==> src/rtl/ber_stats_pkg.sv <==
// -----------------------------------------------------------------------------
// ber_stats_pkg
// Shared types and helpers for the BER statistics aggregator.
//   ch_rec_t   : one channel's counter set (live or shadow copy). Fields are
//                sized for the widest supported build (CNT_W <= 32,
//                ACC_W <= 64). Narrower builds keep the unused upper bits at 0.
//   sat_add()  : unsigned add that clamps at 2^w-1 and reports the clamp.
//   SNAP_CNT_W : width of the wrapping snapshot counter.
// -----------------------------------------------------------------------------
package ber_stats_pkg;

    localparam int SNAP_CNT_W = 16;
    localparam int MAX_CNT_W  = 32;
    localparam int MAX_ACC_W  = 64;

    typedef struct packed {
        logic [MAX_CNT_W-1:0] frames;
        logic [MAX_CNT_W-1:0] last_err;
        logic [MAX_CNT_W-1:0] last_bits;
        logic [MAX_ACC_W-1:0] acc_err;
        logic [MAX_ACC_W-1:0] acc_bits;
        logic                 sat;
    } ch_rec_t;

    typedef struct packed {
        logic                 ovf;
        logic [MAX_ACC_W-1:0] sum;
    } sat_sum_t;

    // Both operands must already be below 2^w. The extra carry bit lets the
    // comparison against the w-bit limit work for w up to MAX_ACC_W.
    function automatic sat_sum_t sat_add(input logic [MAX_ACC_W-1:0] a,
                                         input logic [MAX_ACC_W-1:0] b,
                                         input int                   w);
        logic [MAX_ACC_W:0] full;
        logic [MAX_ACC_W:0] lim;
        sat_sum_t           r;
        full = {1'b0, a} + {1'b0, b};
        lim  = ((MAX_ACC_W+1)'(1) << w) - (MAX_ACC_W+1)'(1);
        if (full > lim) begin
            r.ovf = 1'b1;
            r.sum = lim[MAX_ACC_W-1:0];
        end else begin
            r.ovf = 1'b0;
            r.sum = full[MAX_ACC_W-1:0];
        end
        return r;
    endfunction

endpackage

==> src/rtl/ber_stats_channel.sv <==
// -----------------------------------------------------------------------------
// ber_stats_channel
// One checker channel: live counters updated per finished frame, plus a
// shadow copy frozen on snap.
// Ports:
//   clk, rst          : clock, synchronous active-high reset
//   frame_done        : one-cycle pulse, frame_errors/frame_bits valid
//   frame_errors/bits : per-frame results, CNT_W bits
//   clear             : one-cycle clear of live counters (wins over frame_done)
//   snap              : one-cycle copy of live (pre-update) values to shadow
//   shadow            : current shadow record
// -----------------------------------------------------------------------------
module ber_stats_channel
    import ber_stats_pkg::*;
#(
    parameter int CNT_W = 32,
    parameter int ACC_W = 64
) (
    input  logic             clk,
    input  logic             rst,
    input  logic             frame_done,
    input  logic [CNT_W-1:0] frame_errors,
    input  logic [CNT_W-1:0] frame_bits,
    input  logic             clear,
    input  logic             snap,
    output ch_rec_t          shadow
);

    localparam logic [MAX_CNT_W-1:0] FRAMES_MAX =
        {MAX_CNT_W{1'b1}} >> (MAX_CNT_W - CNT_W);

    ch_rec_t  live_q, live_d;
    ch_rec_t  shadow_q, shadow_d;
    sat_sum_t err_sum, bits_sum;

    always_comb begin
        // NOTE: every output of this block gets a default first, so no path
        // leaves a variable unassigned and no latch is inferred.
        err_sum  = sat_add(MAX_ACC_W'(frame_errors), live_q.acc_err, ACC_W);
        bits_sum = sat_add(MAX_ACC_W'(frame_bits), live_q.acc_bits, ACC_W);
        live_d   = live_q;
        shadow_d = shadow_q;

        if (clear) begin
            live_d = '0;
        end else if (frame_done) begin
            live_d.frames    = (live_q.frames == FRAMES_MAX) ? live_q.frames
                                                             : live_q.frames + 1'b1;
            live_d.last_err  = MAX_CNT_W'(frame_errors);
            live_d.last_bits = MAX_CNT_W'(frame_bits);
            live_d.acc_err   = err_sum.sum;
            live_d.acc_bits  = bits_sum.sum;
            live_d.sat       = live_q.sat | err_sum.ovf | bits_sum.ovf;
        end

        // Shadow takes live_q, i.e. the values before this cycle's
        // clear or frame update.
        if (snap) begin
            shadow_d = live_q;
        end
    end

    always_ff @(posedge clk) begin
        // NOTE: state registers use non-blocking assignment so every flop
        // samples the pre-edge value of every other flop.
        if (rst) begin
            live_q   <= '0;
            shadow_q <= '0;
        end else begin
            live_q   <= live_d;
            shadow_q <= shadow_d;
        end
    end

    assign shadow = shadow_q;

endmodule

==> src/rtl/ber_stats_aggregator.sv <==
// -----------------------------------------------------------------------------
// ber_stats_aggregator
// Per-channel BER statistics for NUM_CH traffic checkers, frozen coherently
// into shadow registers and shown one channel at a time to the VIO.
// Ports:
//   hb0_gtwiz_userclk_tx_usrclk2_int : sole clock
//   sys_reset                : synchronous active-high reset
//   frame_done[NUM_CH]       : per-channel frame-result strobe
//   frame_errors/frame_bits  : packed per-channel results, ch i at [i*CNT_W +: CNT_W]
//   error_accumulator_clear  : VIO level, rising edge clears live counters
//   snapshot_req             : VIO level, rising edge takes a snapshot
//   ch_sel                   : channel shown on the outputs (>= NUM_CH reads 0)
//   num_frames_recvd .. acc_saturated : registered shadow of selected channel
//   snapshot_count           : wrapping count of snapshots taken
// -----------------------------------------------------------------------------
module ber_stats_aggregator
    import ber_stats_pkg::*;
#(
    parameter int NUM_CH           = 2,
    parameter int CNT_W            = 32,
    parameter int ACC_W            = 64,
    parameter int SEL_W            = 4,
    parameter int AUTO_SNAP_PERIOD = 0
) (
    input  logic                    hb0_gtwiz_userclk_tx_usrclk2_int,
    input  logic                    sys_reset,
    input  logic [NUM_CH-1:0]       frame_done,
    input  logic [NUM_CH*CNT_W-1:0] frame_errors,
    input  logic [NUM_CH*CNT_W-1:0] frame_bits,
    input  logic                    error_accumulator_clear,
    input  logic                    snapshot_req,
    input  logic [SEL_W-1:0]        ch_sel,
    output logic [CNT_W-1:0]        num_frames_recvd,
    output logic [CNT_W-1:0]        num_errors_this_fr,
    output logic [CNT_W-1:0]        total_bits_this_fr,
    output logic [ACC_W-1:0]        accumulated_error,
    output logic [ACC_W-1:0]        total_bits_accumulated,
    output logic                    acc_saturated,
    output logic [SNAP_CNT_W-1:0]   snapshot_count
);

    localparam int          PER_W    = 32;
    localparam logic [PER_W-1:0] PER_LAST =
        (AUTO_SNAP_PERIOD == 0) ? '0 : PER_W'(AUTO_SNAP_PERIOD - 1);

    logic                  clr_prev_q, clr_prev_d;
    logic                  snap_prev_q, snap_prev_d;
    logic [PER_W-1:0]      period_q, period_d;
    logic [SNAP_CNT_W-1:0] snap_cnt_q, snap_cnt_d;
    ch_rec_t               out_q, out_d;

    logic                  clear_edge;
    logic                  auto_tick;
    logic                  snap;
    ch_rec_t               shadow [NUM_CH];

    always_comb begin
        clr_prev_d  = error_accumulator_clear;
        snap_prev_d = snapshot_req;
        clear_edge  = error_accumulator_clear & ~clr_prev_q;
        auto_tick   = (AUTO_SNAP_PERIOD != 0) && (period_q == PER_LAST);
        // A manual edge and an auto tick in one cycle collapse into one snapshot.
        snap        = (snapshot_req & ~snap_prev_q) | auto_tick;

        if (AUTO_SNAP_PERIOD == 0 || auto_tick) begin
            period_d = '0;
        end else begin
            period_d = period_q + PER_W'(1);
        end

        snap_cnt_d = snap ? snap_cnt_q + SNAP_CNT_W'(1) : snap_cnt_q;

        out_d = '0;
        for (int i = 0; i < NUM_CH; i++) begin
            if (ch_sel == SEL_W'(i)) begin
                out_d = shadow[i];
            end
        end
    end

    for (genvar g = 0; g < NUM_CH; g++) begin : g_ch
        ber_stats_channel #(
            .CNT_W (CNT_W),
            .ACC_W (ACC_W)
        ) u_ch (
            .clk          (hb0_gtwiz_userclk_tx_usrclk2_int),
            .rst          (sys_reset),
            .frame_done   (frame_done[g]),
            .frame_errors (frame_errors[g*CNT_W +: CNT_W]),
            .frame_bits   (frame_bits[g*CNT_W +: CNT_W]),
            .clear        (clear_edge),
            .snap         (snap),
            .shadow       (shadow[g])
        );
    end

    always_ff @(posedge hb0_gtwiz_userclk_tx_usrclk2_int) begin
        if (sys_reset) begin
            clr_prev_q  <= 1'b0;
            snap_prev_q <= 1'b0;
            period_q    <= '0;
            snap_cnt_q  <= '0;
            out_q       <= '0;
        end else begin
            clr_prev_q  <= clr_prev_d;
            snap_prev_q <= snap_prev_d;
            period_q    <= period_d;
            snap_cnt_q  <= snap_cnt_d;
            out_q       <= out_d;
        end
    end

    assign num_frames_recvd       = out_q.frames[CNT_W-1:0];
    assign num_errors_this_fr     = out_q.last_err[CNT_W-1:0];
    assign total_bits_this_fr     = out_q.last_bits[CNT_W-1:0];
    assign accumulated_error      = out_q.acc_err[ACC_W-1:0];
    assign total_bits_accumulated = out_q.acc_bits[ACC_W-1:0];
    assign acc_saturated          = out_q.sat;
    assign snapshot_count         = snap_cnt_q;

endmodule

==> config.mk <==
export PLATFORM = sky130hd
export DESIGN_NAME = ber_stats_aggregator
export DESIGN_NICKNAME = d
export VERILOG_FILES = /design/src/rtl/ber_stats_pkg.sv /design/src/rtl/ber_stats_channel.sv /design/src/rtl/ber_stats_aggregator.sv
export SDC_FILE = /design/constraint.sdc
export NUM_CORES = 2
export LEC_CHECK = 0
export BUFFER_PORTS_ARGS = -buffer_cell sky130_fd_sc_hd__buf_2
export CAP_MARGIN = 20
export CORE_UTILIZATION = 45
export DETAILED_ROUTE_END_ITERATION = 7
export PLACE_DENSITY = 0.69
export SYNTH_ARGS = -nofsm -noshare
export SYNTH_HDL_FRONTEND = slang
export SYNTH_SLANG_ARGS = --single-unit
==> constraint.sdc <==
create_clock -name hb0_gtwiz_userclk_tx_usrclk2_int -period 3.3 [get_ports hb0_gtwiz_userclk_tx_usrclk2_int]
set_input_delay 0 -clock hb0_gtwiz_userclk_tx_usrclk2_int [delete_from_list [all_inputs] [get_ports hb0_gtwiz_userclk_tx_usrclk2_int]]
set_output_delay 0 -clock hb0_gtwiz_userclk_tx_usrclk2_int [all_outputs]
set_load 0.005 [all_outputs]
* After elaboration in Yosys (flattened, before gate mapping)
Cells that the tools add are included.
** Operators by class
- Equality and inequality tests :: 3
- Add/sub/neg operators :: 7
- Reductions and logical operators :: 4
- Multiplexer cells :: 6
- Order comparisons :: 4
- Bitwise gates (word level) :: 10
** Operators with widths (count)
- 225-bit 2-to-1 mux :: 2
- 32-bit by 64-bit adder with 65-bit output :: 4
- 65-bit by 64-bit > comparator with 1-bit output (second input constant) :: 4
- 65-bit 2-to-1 mux :: 4
- 32-bit by 1-bit adder with 32-bit output (second input constant) :: 2
- 32-bit equality test (second input constant) :: 2
- 16-bit by 1-bit adder with 16-bit output (second input constant) :: 1
- 4-bit by 1-bit equality test with 1-bit output (second input constant) :: 1
- 4-bit logical NOT :: 1
- 1-bit inverter :: 4
- 1-bit bitwise OR :: 4
- 2-bit AND reduction :: 2
- 1-bit AND :: 2
- 2-bit OR reduction :: 1
** Word-level totals
- Word-level logic and storage cells :: 67
- Bits of input ports :: 138
- Bits in registers :: 1143

* Longest topological paths before layout
- Depth after elaboration :: 5
- Depth in mapped cells :: 15
- Mapped depth without buffers :: 13

* Modules after synthesis
A second synthesis with hierarchy kept.
** Unflattened totals
- Cells, all modules :: 5337
- Area total of the unflattened synthesis :: 49168.4 µm²
** Modules (own cells, without submodules)
- ber_stats_channel at g_ch[1].u_ch :: area each 20589.7 µm², seq. area each 9008.6 µm², instances 1, cells each 2238
- ber_stats_channel at g_ch[0].u_ch :: area each 20422.1 µm², seq. area each 9008.6 µm², instances 1, cells each 2265
- ber_stats_aggregator :: area each 8156.6 µm², seq. area each 4864.7 µm², instances 1, cells each 834

* Worst setup path before layout
Ideal clock, no wire load.
- Path type :: reg-to-reg
- Start point :: register g_ch[1].u_ch.live_q[65] (netlist name)
- End point :: register g_ch[1].u_ch.live_q[107] (netlist name)
- Path slack :: 0.320 ns
- Setup time :: 0.132 ns
- Buffers on the path :: 1
- Data required time :: 3.168 ns
- Period minus slack after synthesis :: 2.980 ns
- Stages on the path, launching flop included :: 15
- Arrival time :: 2.848 ns
- Cells stage by stage :: dfxtp_1 > ha_1 > inv_1 > fa_1 > nor2b_1 > o31a_1 > o2111ai_1 > a21oi_1 > o21ai_1 > a21oi_1 > o21ai_1 > a21oi_1 > clkbuf_1 > nor4b_1 > nor3_1
** Between the ends
- Longest elaborated chain between the ends :: 3
** Ends and longest elaborated chain
- start: declaration :: line ber_stats_channel.sv:32 : ch_rec_t live_q, live_d;
- start signal: assignment :: line ber_stats_channel.sv:70 : live_q <= live_d;
- 32-bit by 64-bit adder with 65-bit output (*) :: line ber_stats_pkg.sv:38 : full = {1'b0, a} + {1'b0, b};
- 65-bit by 64-bit > comparator with 1-bit output :: line ber_stats_pkg.sv:40 : if (full > lim) begin
- 65-bit 2-to-1 mux (*) :: line ber_stats_pkg.sv:40
Every way passes the cells marked *; elsewhere a longest branch is shown, timed or not.
A chain may end at the register's enable or synchronous reset.

* Final worst setup path
- Start point :: register g_ch[0].u_ch.live_q[1] (netlist name)
- End point :: register g_ch[0].u_ch.live_q[45] (netlist name)
** Between the ends
- Longest elaborated chain between the ends :: 3
** Ends and longest elaborated chain (line)
- start: declaration :: ber_stats_channel.sv:32
- start signal: assignment :: ber_stats_channel.sv:70
- 32-bit by 64-bit adder with 65-bit output (*) :: ber_stats_pkg.sv:38
- 65-bit by 64-bit > comparator with 1-bit output :: ber_stats_pkg.sv:40
- 65-bit 2-to-1 mux (*) :: ber_stats_pkg.sv:40
Marked as above.

==> reports/qor.yml <==
sta:
  setup-violations-final: 0
  slew_headroom_pct: 27.40
  totalNegativeSetupSlack_ns: 0
  achievable-frequency_mhz: 313.1
  rsz0062_at_grt: "yes"
  whs_ns: 0.02530
  post_layout_min_period_ns: 3.194
  finalWorstSetupSlack_ns: 0.1061
  fin_skew_ns: 0.05046
  max_slew_vio_count: 0
  layout_worst_path_cycle_share_pct: 96.79
  worst_slew_pin_slew_ns: 1.085
  hold_violations: 0
cts:
  numCtsBuffers: 118
  numClockSinks: 1143
  worstSkewPairLatency_ns: 0.74
  clock_tree.buffer_depth: 3
  cts_root_buf: "sky130_fd_sc_hd__clkbuf_16"
  ctsHtreeMaxLevel: 3
  cts_tree: "yes"
  clk_transition_reported_paths_ns: 0.07
synthesis:
  synth_area_mm2: 0.04790
  synth-warning-count: 0
  ys_dominant_reg_cell: "sky130_fd_sc_hd__dfxtp_1"
  synth.top_cell.area_share_pct: 47.77
  syn_inst: 5695
  postSynthAreaPerCell_um2: 8.411
  post_synth_main_area_contributors: "sky130_fd_sc_hd__dfxtp_1 (48%), sky130_fd_sc_hd__nand2_1 (8.2%), sky130_fd_sc_hd__a21oi_1 (7.1%), sky130_fd_sc_hd__nor2_1 (4.4%), sky130_fd_sc_hd__a22oi_1 (3.5%)"
  synth_seq_area_share_pct: 47.77
  synth_async_sr_flop_share_pct: 0
  yosysTopAreaCell: "sky130_fd_sc_hd__dfxtp_1"
  synth.ff_latch_count: 1143
  synth_enable_flop_cells: 0
  netlist-cell-type-count: 94
  syn_nets: 5968
run:
  maxCapViolations: 0
global_routing:
  pin_count_of_the_biggest_net_entering_global_routing: 181
  grt_pass1_vias: 40090
  grt_overflow_total: 0
  track_usage_pct: 25.97
  antenna_found_initial: 5
  wire_length_of_the_first_global_routing_pass_um: 224200
floorplan:
  die-height_um: 328.3
  floorplan.die_area_mm2: 0.1078
  top_level_ports: 379
  rows: 119
  coreArea_mm2: 0.1054
  start_util_pct: 45.44
  die_w_um: 328.3
power_and_ir_drop:
  leakagePower_uw: 0.02233
  power.ir.vdd_worst_mv: 0.4969
  power.density_cell_area_mw_per_mm2: 550.7
setup_path:
  cp_launch_point: "g_ch[0].u_ch.live_q[1]$_SDFFE_PP0P_"
  worstSetupPathType: "flip-flop to flip-flop"
  startpoint_of_the_lowest_slack_register_to_register_path: "g_ch[0].u_ch.live_q[1]$_SDFFE_PP0P_"
  cp.required_ns: 3.92
  cp_data_arrival_time_ns: 3.81
  worst_setup_path_start_kind: "flip-flop"
  end_kind: "flip-flop"
  cp_max_fo: 6
cells_and_area:
  nNetsFinal: 6357
  final_common_cell: "sky130_fd_sc_hd__dfxtp_1"
  layout_common_cells: "sky130_fd_sc_hd__dfxtp_1 (1,143), sky130_fd_sc_hd__nand2_1 (1,050), sky130_fd_sc_hd__a21oi_1 (671), sky130_fd_sc_hd__nor2_1 (555), sky130_fd_sc_hd__buf_2 (376)"
  layout-drive-gt1-share_pct: 13.02
  syn_to_final_growth_pct: 19.71
  final_core_utilization_pct: 54.40
drt:
  ant_nets: 0
  drtIter0Drc: 3563
  drt_pass1_iterations: 8
  post_drt_via_cell_ratio: 5.644
  postRouteWirelength_um: 145100
  drc: 104
  routedWlPerCell_um: 19.15
  vias: 42760
placed_design:
  preCtsSetupSlack_ns: -0.2928
  detailedPlacementHpwl_um: 97910
  io_buffer_count: 378
  place_congestion: 0.9239
outcome:
  failed_checks: "design-rule violations"
  outcome: "finished with violations"
worst_hold_path:
  min-delay-start: "ch_sel[3]"
  holdCritPathClass: "primary input to flip-flop"
==> final timing paths <==
path / slack, ns / cells past startpoint / end
worst max-delay path: 0.11 / 14 / g_ch[0].u_ch.live_q[45]$_SDFFE_PP0P_
worst min-delay path: 0.03 / 5 / total_bits_accumulated[33]$_SDFF_PP0_
worst max register to register: 0.11 / 14 / g_ch[0].u_ch.live_q[45]$_SDFFE_PP0P_
worst min register to register: 0.44 / 2 / g_ch[0].u_ch.shadow[134]$_SDFFE_PP0P_
==> flip-flops by register name (all words and copies together) (netlist names) <==
signal and flops:
snapshot_count 16, accumulated_error 64, total_bits_accumulated 64, num_frames_recvd 32, g_ch.u_ch.live_q 450, num_errors_this_fr 32
snap_prev_q 1, g_ch.u_ch.shadow 450, acc_saturated 1, clr_prev_q 1, total_bits_this_fr 32
==> report_power, final <==
part	leakage, uW	switching [uW]	internal (uW)
registers	0.00925	191	14100
clock network	0.00206	5720	8560
logic	0.0110	1910	1120
==> through the flow <==
| step | area [um^2] | power (uW) | cells |
|---|---|---|---|
| floorplan | 47900 | 16480 | 5695 |
| global placement | 51430 | 17340 | 7205 |
| detailed placement | 51430 | 17380 | 7206 |
| CTS | 57070 | 31740 | 7566 |
| global route | 57340 | 32640 | 7575 |
| finish | 57340 | 31580 | 7576 |
==> worst max-delay path, cell delays in order (launching register included) <==
cell and delay [ns]:
sky130_fd_sc_hd__dfxtp_1 0.35, sky130_fd_sc_hd__ha_2 0.21, sky130_fd_sc_hd__fa_2 0.22, sky130_fd_sc_hd__a21o_1 0.12
sky130_fd_sc_hd__a21oi_1 0.08, sky130_fd_sc_hd__o21a_2 0.28, sky130_fd_sc_hd__nor3_4 0.27, sky130_fd_sc_hd__o21ai_2 0.12
sky130_fd_sc_hd__a2111oi_4 0.36, sky130_fd_sc_hd__buf_6 0.18, sky130_fd_sc_hd__o211ai_1 0.10, sky130_fd_sc_hd__buf_4 0.16
sky130_fd_sc_hd__buf_4 0.16, sky130_fd_sc_hd__and2_1 0.17, sky130_fd_sc_hd__a311oi_2 0.27
==> synth_stat cells, drive strengths merged, types with 5 or more instances <==
library cell and count:
and4 26, or3 19, nand2b 12, or2 9
nor3 66, o21a 25, a211oi 33, o22ai 5
xnor2 77, clkbuf 348, a21o 88, nand4 54
ha 131, nor2 559, o21ba 5, a31oi 116
a221oi 6, dfxtp 1143, and2 40, xor2 101
a41oi 18, o31ai 19, nor4b 5, o211a 7
nand3 105, a311oi 51, o21bai 18, a21boi 5
o21ai 235, nand2 1053, inv 53, a41o 5
nor2b 16, a21oi 682, a22oi 226, o211ai 10
and3 75, nor4 18, buf 39, mux2i 135
==> area by class of cell <==
type,instances,area (um^2)
multi-input combinational,4112,23610
clock inverter,50,703.2
inverter,53,198.9
fill,9703,48070
timing repair buffer,656,4728
antenna,1,2.502
clock buffer,170,3481
tap,1391,1740
sequential,1143,22880
==> layer usage <==
metal | global-route usage (%) | vias to the layer above | routed length [um]
li1 | - | 20720 | -
met1 | 35.24 | 20390 | 63320
met2 | 41.75 | 1394 | 66960
met3 | 3.377 | 242 | 9601
met4 | 10.38 | 8 | 5166
met5 | 0 | - | 55
==> timing repair <==
item	in CTS	in global routing
endpoints found under the setup margin	86	182
pin swaps	2	12
endpoints found under the hold margin	416	0
resized for setup	10	50
gates cloned	0	1
hold buffers	140	0
setup buffers	0	8
==> cells by family (layout without fill, tap and decap cells) <==
| kind of cell | Yosys count | in the layout | share of synthesized area [%] |
|---|---|---|---|
| AO/OA/AOI/OAI | 1592 | 1592 | 20.44 |
| multiplexers | 135 | 135 | 2.821 |
| AND/OR/NAND/NOR | 2072 | 2072 | 18.59 |
| other | 0 | 1 | 0 |
| buffers and inverters | 440 | 929 | 3.542 |
| adder cells (fa/ha/maj) | 135 | 135 | 3.589 |
| XOR/XNOR | 178 | 178 | 3.254 |
| flip-flops | 1143 | 1143 | 47.77 |
(Power assumes the default switching activity.)
